## src/rtl/n_any_gate_pkg.sv

```systemverilog
// Shared definitions for the selectable N-input gate and its on-chip self-test:
// select encodings, BIST FSM states and the reference gate function.
package n_any_gate_pkg;

   localparam logic [1:0] GATE_AND  = 2'b00;
   localparam logic [1:0] GATE_XOR  = 2'b01;
   localparam logic [1:0] GATE_XNOR = 2'b10;
   localparam logic [1:0] GATE_OR   = 2'b11;

   localparam int unsigned MAX_N = 14;

   typedef enum logic [1:0] {IDLE, LOAD, CHECK, DONE} bist_state_t;

   // Only the low n bits of in take part; the rest are ignored so AND is not forced low.
   function automatic logic gate_model(input logic [MAX_N-1:0] in, input logic [1:0] sel,
                                       input int unsigned n);
      logic r_and;
      logic r_xor;
      logic r_or;
      r_and = 1'b1;
      r_xor = 1'b0;
      r_or  = 1'b0;
      for (int unsigned i = 0; i < MAX_N; i++) begin
         if (i < n) begin
            r_and = r_and & in[i];
            r_xor = r_xor ^ in[i];
            r_or  = r_or | in[i];
         end
      end
      case (sel)
         GATE_AND:  gate_model = r_and;
         GATE_XOR:  gate_model = r_xor;
         GATE_XNOR: gate_model = ~r_xor;
         default:   gate_model = r_or;
      endcase
   endfunction

endpackage

```

## src/rtl/bist_lfsr16.sv

```systemverilog
// 16-bit right-shifting Galois LFSR (mask 16'hB400) used as the BIST stimulus source.
// A zero seed would lock the register, so it is replaced by 16'h0001.
module bist_lfsr16 (
   input  logic        clk,
   input  logic        rst,
   input  logic        load,
   input  logic [15:0] seed,
   input  logic        advance,
   output logic [15:0] q
);

   localparam logic [15:0] Mask = 16'hB400;

   logic [15:0] seed_fix;
   logic [15:0] q_d;
   logic [15:0] q_q;

   always_comb begin
      seed_fix = (seed == 16'h0000) ? 16'h0001 : seed;
      q_d      = q_q;
      if (load) begin
         q_d = seed_fix;
      end else if (advance) begin
         q_d = {1'b0, q_q[15:1]} ^ (q_q[0] ? Mask : 16'h0000);
      end
   end

   always_ff @(posedge clk) begin
      if (rst) begin
         q_q <= seed_fix;
      end else begin
         q_q <= q_d;
      end
   end

   assign q = q_q;

endmodule

```

## src/rtl/n_any_gate_bist.sv

```systemverilog
// Self-test driver/checker for the N-input selectable gate: LFSR stimulus, golden-model
// comparison and saturating pass/fail counters, two cycles per vector.
module n_any_gate_bist
   import n_any_gate_pkg::*;
#(
   parameter int unsigned N           = 2,
   parameter int unsigned NUM_VECTORS = 10,
   parameter int unsigned CNT_W       = 8,
   parameter logic [15:0] LFSR_SEED   = 16'hACE1
) (
   input  logic             clk,
   input  logic             rst,
   input  logic             start,
   output logic [N-1:0]     gate_in,
   output logic [1:0]       gate_select,
   input  logic             gate_out,
   output logic             busy,
   output logic             done,
   output logic             pass,
   output logic [CNT_W-1:0] pass_count,
   output logic [CNT_W-1:0] fail_count,
   output logic [N+1:0]     first_fail
);

   localparam logic [CNT_W-1:0] CntMax = '1;
   localparam logic [CNT_W-1:0] NumVec = CNT_W'(NUM_VECTORS);

   bist_state_t      state_d, state_q;
   logic [N-1:0]     gate_in_d, gate_in_q;
   logic [1:0]       sel_d, sel_q;
   logic             exp_d, exp_q;
   logic [CNT_W-1:0] vec_cnt_d, vec_cnt_q;
   logic [CNT_W-1:0] pass_cnt_d, pass_cnt_q;
   logic [CNT_W-1:0] fail_cnt_d, fail_cnt_q;
   logic [N+1:0]     first_fail_d, first_fail_q;

   logic             lfsr_load;
   logic             lfsr_adv;
   logic [15:0]      lfsr_q;
   logic [MAX_N-1:0] lfsr_in;
   logic             unused_lfsr;

   bist_lfsr16 u_lfsr (
      .clk     (clk),
      .rst     (rst),
      .load    (lfsr_load),
      .seed    (LFSR_SEED),
      .advance (lfsr_adv),
      .q       (lfsr_q)
   );

   // Bits between the stimulus slice and the select field only feed the LFSR itself.
   assign unused_lfsr = ^lfsr_q;

   always_comb begin
      state_d      = state_q;
      gate_in_d    = gate_in_q;
      sel_d        = sel_q;
      exp_d        = exp_q;
      vec_cnt_d    = vec_cnt_q;
      pass_cnt_d   = pass_cnt_q;
      fail_cnt_d   = fail_cnt_q;
      first_fail_d = first_fail_q;
      lfsr_load    = 1'b0;
      lfsr_adv     = 1'b0;
      lfsr_in      = '0;
      lfsr_in[N-1:0] = lfsr_q[N-1:0];

      unique case (state_q)
         IDLE, DONE: begin
            if (start) begin
               state_d      = LOAD;
               vec_cnt_d    = '0;
               pass_cnt_d   = '0;
               fail_cnt_d   = '0;
               first_fail_d = '0;
               lfsr_load    = 1'b1;
            end
         end
         LOAD: begin
            gate_in_d = lfsr_q[N-1:0];
            sel_d     = lfsr_q[15:14];
            exp_d     = gate_model(lfsr_in, lfsr_q[15:14], N);
            state_d   = CHECK;
         end
         CHECK: begin
            lfsr_adv  = 1'b1;
            vec_cnt_d = vec_cnt_q + 1'b1;
            if (gate_out != exp_q) begin
               // A zero fail count means no mismatch has been seen yet in this run.
               if (fail_cnt_q == '0) first_fail_d = {sel_q, gate_in_q};
               if (fail_cnt_q != CntMax) fail_cnt_d = fail_cnt_q + 1'b1;
            end else if (pass_cnt_q != CntMax) begin
               pass_cnt_d = pass_cnt_q + 1'b1;
            end
            state_d = (vec_cnt_d == NumVec) ? DONE : LOAD;
         end
         default: state_d = IDLE;
      endcase
   end

   always_ff @(posedge clk) begin
      if (rst) begin
         state_q      <= IDLE;
         gate_in_q    <= '0;
         sel_q        <= '0;
         exp_q        <= 1'b0;
         vec_cnt_q    <= '0;
         pass_cnt_q   <= '0;
         fail_cnt_q   <= '0;
         first_fail_q <= '0;
      end else begin
         state_q      <= state_d;
         gate_in_q    <= gate_in_d;
         sel_q        <= sel_d;
         exp_q        <= exp_d;
         vec_cnt_q    <= vec_cnt_d;
         pass_cnt_q   <= pass_cnt_d;
         fail_cnt_q   <= fail_cnt_d;
         first_fail_q <= first_fail_d;
      end
   end

   assign gate_in     = gate_in_q;
   assign gate_select = sel_q;
   assign busy        = (state_q == LOAD) || (state_q == CHECK);
   assign done        = (state_q == DONE);
   assign pass        = done && (fail_cnt_q == '0);
   assign pass_count  = pass_cnt_q;
   assign fail_count  = fail_cnt_q;
   assign first_fail  = first_fail_q;

endmodule
```

## config.mk

```make
export PLATFORM = sky130hd
export DESIGN_NAME = n_any_gate_bist
export DESIGN_NICKNAME = d
export VERILOG_FILES = /design/src/rtl/n_any_gate_pkg.sv /design/src/rtl/bist_lfsr16.sv /design/src/rtl/n_any_gate_bist.sv
export SDC_FILE = /design/constraint.sdc
export NUM_CORES = 1
export LEC_CHECK = 0
export ABC_AREA = 1
export ABC_CLOCK_PERIOD_IN_PS = 4120
export CAP_MARGIN = 20
export CORE_MARGIN = 2
export CORE_UTILIZATION = 55
export CTS_CLUSTER_DIAMETER = 120
export DETAILED_ROUTE_END_ITERATION = 7
export PLACE_DENSITY = 0.85
export SKIP_LAST_GASP = 1
export SLEW_MARGIN = 30
export SYNTH_ARGS = -nofsm -noshare
export SYNTH_HDL_FRONTEND = slang
export SYNTH_HIERARCHICAL = 1
export SYNTH_SLANG_ARGS = --single-unit
```

## constraint.sdc

```tcl
create_clock -name clk -period 4.12 [get_ports clk]
set_input_delay 1.236 -clock clk [delete_from_list [all_inputs] [get_ports clk]]
set_output_delay 1.236 -clock clk [all_outputs]
set_load 0.005 [all_outputs]
```

# [Word-level counts from Yosys, hierarchy flattened]
# Cells that the tools add are included.
[classes] mux=22 bitwise=5 add_sub_neg=3 n_eq_ne=15 reduce_logical=12
[op_table] operator="8-bit one-hot mux with 2 select lines" count=3
[op_table] operator="8-bit 2-to-1 mux" count=5
[op_table] operator="8-bit by 1-bit adder with 8-bit output (second input constant)" count=3
[op_table] operator="16-bit 2-to-1 mux" count=1
[op_table] operator="8-bit != test (second input constant)" count=2
[op_table] operator="15-bit by 16-bit bitwise XOR with 16-bit output" count=1
[op_table] operator="4-bit 2-to-1 mux" count=3
[op_table] operator="2-bit != test (second input constant)" count=6
[op_table] operator="4-bit AND reduction" count=3
[op_table] operator="8-bit by 4-bit equality test with 1-bit output (second input constant)" count=1
[op_table] operator="8-bit zero test" count=1
[op_table] operator="4-bit one-hot mux with 2 select lines" count=1
[op_table] operator="2-bit equality test (second input constant)" count=3
[op_table] operator="2-bit one-hot mux with 3 select lines" count=1
[op_table] operator="1-bit 2-to-1 mux" count=5
[op_table] operator="2-bit by 1-bit equality test with 1-bit output (second input constant)" count=2
[op_table] operator="2-bit zero test" count=2
[op_table] operator="2-bit 2-to-1 mux" count=2
[op_table] operator="2-bit OR reduction" count=2
[op_table] operator="1-bit one-hot mux with 3 select lines" count=1
[op_table] operator="2-bit AND reduction" count=1
[op_table] operator="2-bit nonzero test" count=1
[op_table] operator="1-bit AND" count=1
[op_table] operator="1-bit logical AND" count=1
[op_table] operator="5 further kinds" count=5
[totals] inputBits=4 regBits=51 elab_cells=66

# [Longest topological paths before layout]
# Gate-level depths: netlist of the first run.
[logic_depth] word_depth=6 ltp_mapped=12 ltp_nobuf=12

# [Hierarchy]
# The synthesis of the first run kept the hierarchy.
[by_module_without_submodules] module="n_any_gate_bist" area_per_inst_um2=1998.2 cells_each=283 n_inst=1
[by_module_without_submodules] module="bist_lfsr16" area_per_inst_um2=779.5 cells_each=85 n_inst=1

# [Worst setup path after synthesis of the first run]
# OpenSTA, ideal clock, no wires.
[synth_timing] kind="input to register" startpoint="in start" endpoint="reg u_lfsr.q_q[0], in the netlist u_lfsr/q[0], enable pin" required_ps=3747 cell_stages=6 setup_time_ps=373 t_arrival_ps=2009 path_slack_ps=1738 path_cell_list="nand2_1 > inv_2 > nor2_4 > inv_2 > buf_6 > or2_1"
[synth_via] elab_chain_cells=3
[synth_rtl] element="from (decl)" line="n_any_gate_bist.sv:13" source="input logic start,"
[synth_rtl] element="1-bit 2-to-1 mux" line="n_any_gate_bist.sv:71" source="if (start) begin"
[synth_rtl] element="1-bit 2-to-1 mux" line="n_any_gate_bist.sv:69" source="unique case (state_q)"
[synth_rtl] element="named net lfsr_load" line="n_any_gate_bist.sv:37" source="logic lfsr_load;"
[synth_rtl] element="2-bit OR reduction (no line)"
[synth_rtl] element="to (signal assigned)" line="bist_lfsr16.sv:30" source="q_q <= seed_fix;"
[synth_rtl] element="to (signal assigned)" line="bist_lfsr16.sv:32" source="q_q <= q_d;"
[synth_rtl] element="to (decl)" line="bist_lfsr16.sv:16" source="logic [15:0] q_q;"
# The timed path passes the listed nets, and every way through them passes these cells.
# A chain may end at the register's enable or synchronous reset.

# [Final worst setup path of the first run]
[layout_timing] startpoint="reg fail_cnt_q[1], in the netlist fail_count[1]" endpoint="out pass"
[layout_via] elab_chain_cells=2
[layout_rtl] element="from (decl)" line="n_any_gate_bist.sv:34" source="logic [CNT_W-1:0] fail_cnt_d, fail_cnt_q;"
[layout_rtl] element="from (signal assigned)" line="n_any_gate_bist.sv:119" source="fail_cnt_q <= fail_cnt_d;"
[layout_rtl] element="8-bit zero test" line="n_any_gate_bist.sv:128" source="assign pass = done && (fail_cnt_q == '0);"
[layout_rtl] element="1-bit logical AND" line="n_any_gate_bist.sv:128"
[layout_rtl] element="to (decl)" line="n_any_gate_bist.sv:19" source="output logic pass,"
# No other way between the ends.

==> flow_metrics.env, run 1 <==
export IMPL_criticalPathCategory="register to output port"
export IMPL_layout_drive_gt1_share_pct=9.79
export IMPL_ios=31
export IMPL_cts_buffers=5
export IMPL_layoutNonFillerInstCount=496
export IMPL_fin_util_pct=69.8
export IMPL_p_leak_nw=1.38
export IMPL_drt_iter0_drc=102
export IMPL_worstPathMaxFanout=5
export IMPL_ys_top_cells_by_count="nand2_1, nor2_1, dfxtp_1, a21oi_1, inv_1"
export IMPL_die_height_um=75.1
export IMPL_multi_input_area_um2=1510
export IMPL_finalCritPeriodShare_pct=78.9
export IMPL_synth_area_leaders="dfxtp_1, edfxtp_1, nand2_1"
export IMPL_wl_per_cell_um=10.6
export IMPL_rsz0062_at_grt="no"
export IMPL_ir_drop_mv=0.230
export IMPL_cts_hold_fix_buffers=0
export IMPL_cts_tree="done"
export IMPL_area_delta_synth_final_pct=20.2
export IMPL_skew_ns=0.0125
export IMPL_rows=25
export IMPL_drc_errors=0
export IMPL_tightest_slew_ns=0.646
export IMPL_drv_cap=0
export IMPL_worstHoldPathCells=2
export IMPL_routed_wl_mm=5.28
export IMPL_finalSetupTns_ns=0
export IMPL_grt_use_total_pct=21.9
export IMPL_ys_warn_count=6
export IMPL_drtAntennaViolNets=0
export IMPL_grt_pass1_vias=2179
export IMPL_yosys_most_used_dff="dfxtp_1"
export IMPL_synth_edff_count=16
export IMPL_synth_top_area_cell="dfxtp_1"
export IMPL_end_kind="output port"
export IMPL_num_nets_final=442
export IMPL_die_x_um=75.1
export IMPL_critical_path_arrival_ns=2.01
export IMPL_drt_pass1_iter_count=4
export IMPL_hold_slack_ns=0.474
export IMPL_antenna_found_initial=0
export IMPL_async_flop_share_pct=0
export IMPL_powerDensity_nw_per_um2=336
export IMPL_clk_latency_ns=0.31
export IMPL_syn_area_per_cell_um2=7.55
export IMPL_max_freq_mhz=308
export IMPL_htreeDepth=2
export IMPL_cts_root_buf="clkbuf_8"
export IMPL_hold_class="register to register"
export IMPL_synth_distinct_cells=37
export IMPL_place_ws_ns=0.914
export IMPL_yosys_register_bits=51
export IMPL_grt_pass1_wl_mm=9.43
export IMPL_start_util_pct=58.0
export IMPL_vias=2380
export IMPL_port_buffers=30
export IMPL_outcome="finished clean"
export IMPL_slew_limit_headroom_pct=56.9
export IMPL_cts_buffer_depth=2
export IMPL_synthCells=368
export IMPL_globalplace_congestion=0.893
export IMPL_setup_violations=0
export IMPL_avgViaCountPerCell=4.80
export IMPL_cts_resized=0
export IMPL_cts_setup_buffers=0
export IMPL_dpl_cell_count=488
export IMPL_numClockSinks=51
export IMPL_dieArea_um2=5630
export IMPL_period_minus_slack_ns=3.25
export IMPL_syn_area_um2=2780
export IMPL_reg2reg_depth=7
export IMPL_n_antenna_cell=0
export IMPL_crit_required_ns=2.88
export IMPL_ys_seq_area_share_pct=42.5
export IMPL_slew_viol_final=0
export IMPL_grt_max_degree=21
export IMPL_clk_pin_slew_ns=0.09
export IMPL_cp_start_kind="register"
export IMPL_hold_violations=0
export IMPL_regArea_um2=1180
export IMPL_filler_cell_count=425
export IMPL_synth_top_area_share_pct=25.2
export IMPL_finalWorstSetupSlack_ns=0.871
export IMPL_post_dp_hpwl_mm=3.88
export IMPL_overflow=0
export IMPL_yosysMostFrequentCell="nand2_1"
export IMPL_core_um2=4790
==> power by group <==
| part | switching, mW | leakage [nW] | internal (mW) |
|---|---|---|---|
| logic | 0.131 | 0.881 | 0.0750 |
| registers | 0.0281 | 0.447 | 0.569 |
| clock network | 0.161 | 0.0506 | 0.157 |
==> registers in the layout, indices dropped and copies added, names as in the netlist <==
register	cells
u_lfsr/q	16
fail_count	8
pass_count	8
vec_cnt_q	8
first_fail	4
gate_in	2
gate_select	2
state_q	2
exp_q	1
==> per-layer routing <==
layer	up-vias	global-route usage [%]	share of wire, %
met3	5	5.35	3.7
met5	-	0	0
li1	1271	-	-
met2	38	38.4	50
met4	0	6.35	1.1
met1	1066	26.7	45
==> through the flow <==
stage	instance area [um2]	power (mW)
detailed placement	3240	0.812
global route	3340	1.18
floorplan	2890	0.752
CTS	3340	1.13
finish	3340	1.12
global placement	3240	0.807
==> worst max-delay path, stage by stage, from the launching register on <==
cell and delay (ns):
dfxtp_1 0.36, inv_1 0.13, ha_1 0.16, nand3_1 0.11
nor4_2 0.24, and2_1 0.20, clkdlybuf4s50_1 0.50
==> layout by cell type (no fill, tap or decap), drive strengths merged, types with 4 or more instances in the layout <==
master,n
a21oi,34
clkbuf,8
clkdlybuf4s50,30
conb,32
dfxtp,35
edfxtp,16
ha,10
inv,41
nand2,117
nand3,21
nand4,4
nor2,42
nor3,5
o21ai,18
xnor2,6
==> final timing paths <==
check | endpoint | slack [ns] | from
hold reg to reg | first_fail[2]$_SDFFE_PP0P_ | 0.47 | gate_select[0]$_SDFFE_PP0N_
hold / removal | first_fail[2]$_SDFFE_PP0P_ | 0.47 | gate_select[0]$_SDFFE_PP0N_
setup / recovery | pass | 0.87 | fail_count[1]$_SDFFE_PP0P_
setup reg to reg | u_lfsr/q[3]$_DFFE_PP_ | 1.90 | state_q[0]$_SDFFE_PP0P_
==> layout make-up <==
cell class	instances	share of cell area (%)
Clock buffer	8	3.04
Inverter	41	4.69
Multi-Input combinational cell	298	45.2
Sequential cell	51	35.4
Tap cell	67	2.51
Timing Repair Buffer	31	9.22
==> cells by family (layout without fill, tap and decap cells) <==
family          count (synthesis)  after routing  synth area share, %
simple gates                  193            193                 31.6
compound gates                 56             56                 11.4
flops                          51             51                 42.5
buf+inv                        49             80                 7.25
fa+ha+maj                      10             10                 4.50
xor+xnor                        7              7                 2.48
other cells                     2             32                0.270
(Power assumes the default switching activity.)
==> run 2, diff against run 1 <==
Settings changed: ABC_CLOCK_PERIOD_IN_PS 4120 to 2900, CORE_UTILIZATION 55 to 51, PLACE_DENSITY 0.85 to 0.83.
Clock period 4.12 ns to 2.9 ns, I/O delays scaled along.
==> flow_metrics.env, run 2 (synthesis results as in run 1) <==
export IMPL_critical_path_arrival_ns=1.92
export IMPL_slew_limit_headroom_pct=56.4
export IMPL_clk_pin_slew_ns=0.09
export IMPL_p_leak_nw=1.40
export IMPL_clk_latency_ns=0.30
export IMPL_wl_per_cell_um=10.8
export IMPL_pwr_share_clk_pct=25.9
export IMPL_hold_violations=0
export IMPL_power_mw=1.56
export IMPL_ir_drop_mv=0.417
export IMPL_period_minus_slack_ns=2.79
export IMPL_n_antenna_cell=0
export IMPL_cp_start_kind="register"
export IMPL_antenna_found_initial=0
export IMPL_rows=26
export IMPL_seqPwrFrac_pct=54.5
export IMPL_finalCritPeriodShare_pct=96.3
export IMPL_setup_violations=0
export IMPL_grt_max_degree=20
export IMPL_avgViaCountPerCell=4.80
export IMPL_hold_class="register to register"
export IMPL_drc_errors=0
export IMPL_overflow=0
export IMPL_powerDensity_nw_per_um2=462
export IMPL_largest_register_ffs=16
export IMPL_layout_drive_gt1_share_pct=11.8
export IMPL_cts_hold_fix_buffers=0
export IMPL_crit_start="fail_count[0]$_SDFFE_PP0P_"
export IMPL_end_kind="output port"
export IMPL_power_switching_mw=0.465
export IMPL_port_buffers=30
export IMPL_fin_util_pct=65.2
export IMPL_drt_iter0_drc=110
export IMPL_cts_root_buf="clkbuf_8"
export IMPL_routed_wl_mm=5.45
export IMPL_slew_viol_final=0
export IMPL_swShare_pct=29.8
export IMPL_htreeDepth=2
export IMPL_drt_pass1_iter_count=4
export IMPL_start_util_pct=53.7
export IMPL_place_area_um2=3260
export IMPL_cts_buffer_depth=2
export IMPL_grt_pass1_vias=2235
export IMPL_cts_tree="done"
export IMPL_skew_ns=0.00843
export IMPL_dieArea_um2=6050
export IMPL_p_int_mw=1.09
export IMPL_core_um2=5170
export IMPL_cp_endpoint="pass"
export IMPL_final_cell_mix="nand2_1, nor2_1, dfxtp_1"
export IMPL_finalSetupTns_ns=0
export IMPL_ios=31
export IMPL_post_dp_hpwl_mm=3.99
export IMPL_die_height_um=77.8
export IMPL_die_x_um=77.8
export IMPL_worstReg2RegEnd="fail_count[2]$_SDFFE_PP0P_"
export IMPL_min_delay_start="vec_cnt_q[7]$_SDFFE_PP0P_"
export IMPL_rsz0062_at_grt="no"
export IMPL_area_delta_synth_final_pct=21.4
export IMPL_drtAntennaViolNets=0
export IMPL_worstPathMaxFanout=5
export IMPL_vias=2416
export IMPL_layout_commonest_cell="nand2_1"
export IMPL_drv_cap=0
export IMPL_outcome="finished clean"
export IMPL_criticalPathCategory="register to output port"
export IMPL_grt_pass1_wl_mm=9.55
export IMPL_fin_area_um2=3370
export IMPL_tightest_slew_ns=0.653
export IMPL_r2r_slack_ns=0.89
export IMPL_numClockSinks=51
export IMPL_num_nets_final=446
export IMPL_globalplace_congestion=0.834
export IMPL_grt_use_total_pct=19.5
export IMPL_max_freq_mhz=358
export IMPL_combPwrFrac_pct=19.5
export IMPL_cts_buffers=5
export IMPL_crit_required_ns=2.03
export IMPL_reg2reg_depth=8
export IMPL_timing_rr_start="state_q[0]$_SDFFE_PP0P_"
run 2: worst min-delay path by stage:
stage,slack [ns],depth (start not counted),end
after floorplan,0.45,2,vec_cnt_q[7]$_SDFFE_PP0P_
after global placement,0.46,2,first_fail[0]$_SDFFE_PP0P_
after detailed placement,0.47,2,vec_cnt_q[7]$_SDFFE_PP0P_
after CTS,0.48,2,vec_cnt_q[7]$_SDFFE_PP0P_
after global routing,0.52,2,first_fail[2]$_SDFFE_PP0P_
final,0.48,2,vec_cnt_q[7]$_SDFFE_PP0P_
run 2: worst max-delay path: stages (launching register included):
cell and delay (ns):
dfxtp_2 0.36, inv_2 0.09, ha_1 0.17, nand3_2 0.10, nor4_4 0.25, and2_1 0.16
clkdlybuf4s50_1 0.49
run 2: power by group through the flow:
stage          Clock, mW  Sequential [mW]  Combinational, mW
2_1_floorplan          0            0.855              0.213
3_3_place_gp           0            0.862              0.288
3_5_place_dp           0            0.866              0.296
4_1_cts            0.411            0.850              0.297
5_1_grt            0.439            0.857              0.342
6_report           0.405            0.850              0.305
run 2: stage by stage:
stage | hold slack [ns] | std cells | worst slack [ns]
global route | 0.517 | 503 | 0.0183
floorplan | 0.453 | 398 | 0.884
global placement | 0.461 | 494 | 0.369
CTS | 0.483 | 502 | 0.0445
finish | 0.480 | 503 | 0.108
detailed placement | 0.469 | 494 | 0.343
run 2: layout make-up:
type                    count  area, um2
inverters                  41        156
multi-input cells         298       1520
clock buffers               6       72.6
fillers                   435       1800
clock inverters             2       12.5
flip-flops and latches     51       1180
well taps                  70       87.6
repair buffers             35        338
run 2: per-layer routing:
metal / up-vias / wire length (um) / track usage (%) / share of wire, %
li1: 1275 / - / - / -
met1: 1095 / 2420 / 23.0 / 44
met2: 40 / 2780 / 35.4 / 51
met3: 6 / 190 / 3.95 / 3.5
met4: 0 / 56 / 5.89 / 1.0
met5: - / 0 / 0 / 0
run 2: repair_timing:
| item | CTS | global route |
|---|---|---|
| gates resized for setup | 0 | 5 |
| endpoints found under the setup margin | 0 | 1 |
| buffers inserted | 0 | 1 |
==> run 3, diff against run 2 <==
Settings changed: ABC_CLOCK_PERIOD_IN_PS 2900 to default.
==> results of run 3 <==
No change in the layout: final DEF, timing and power equal those of run 2.
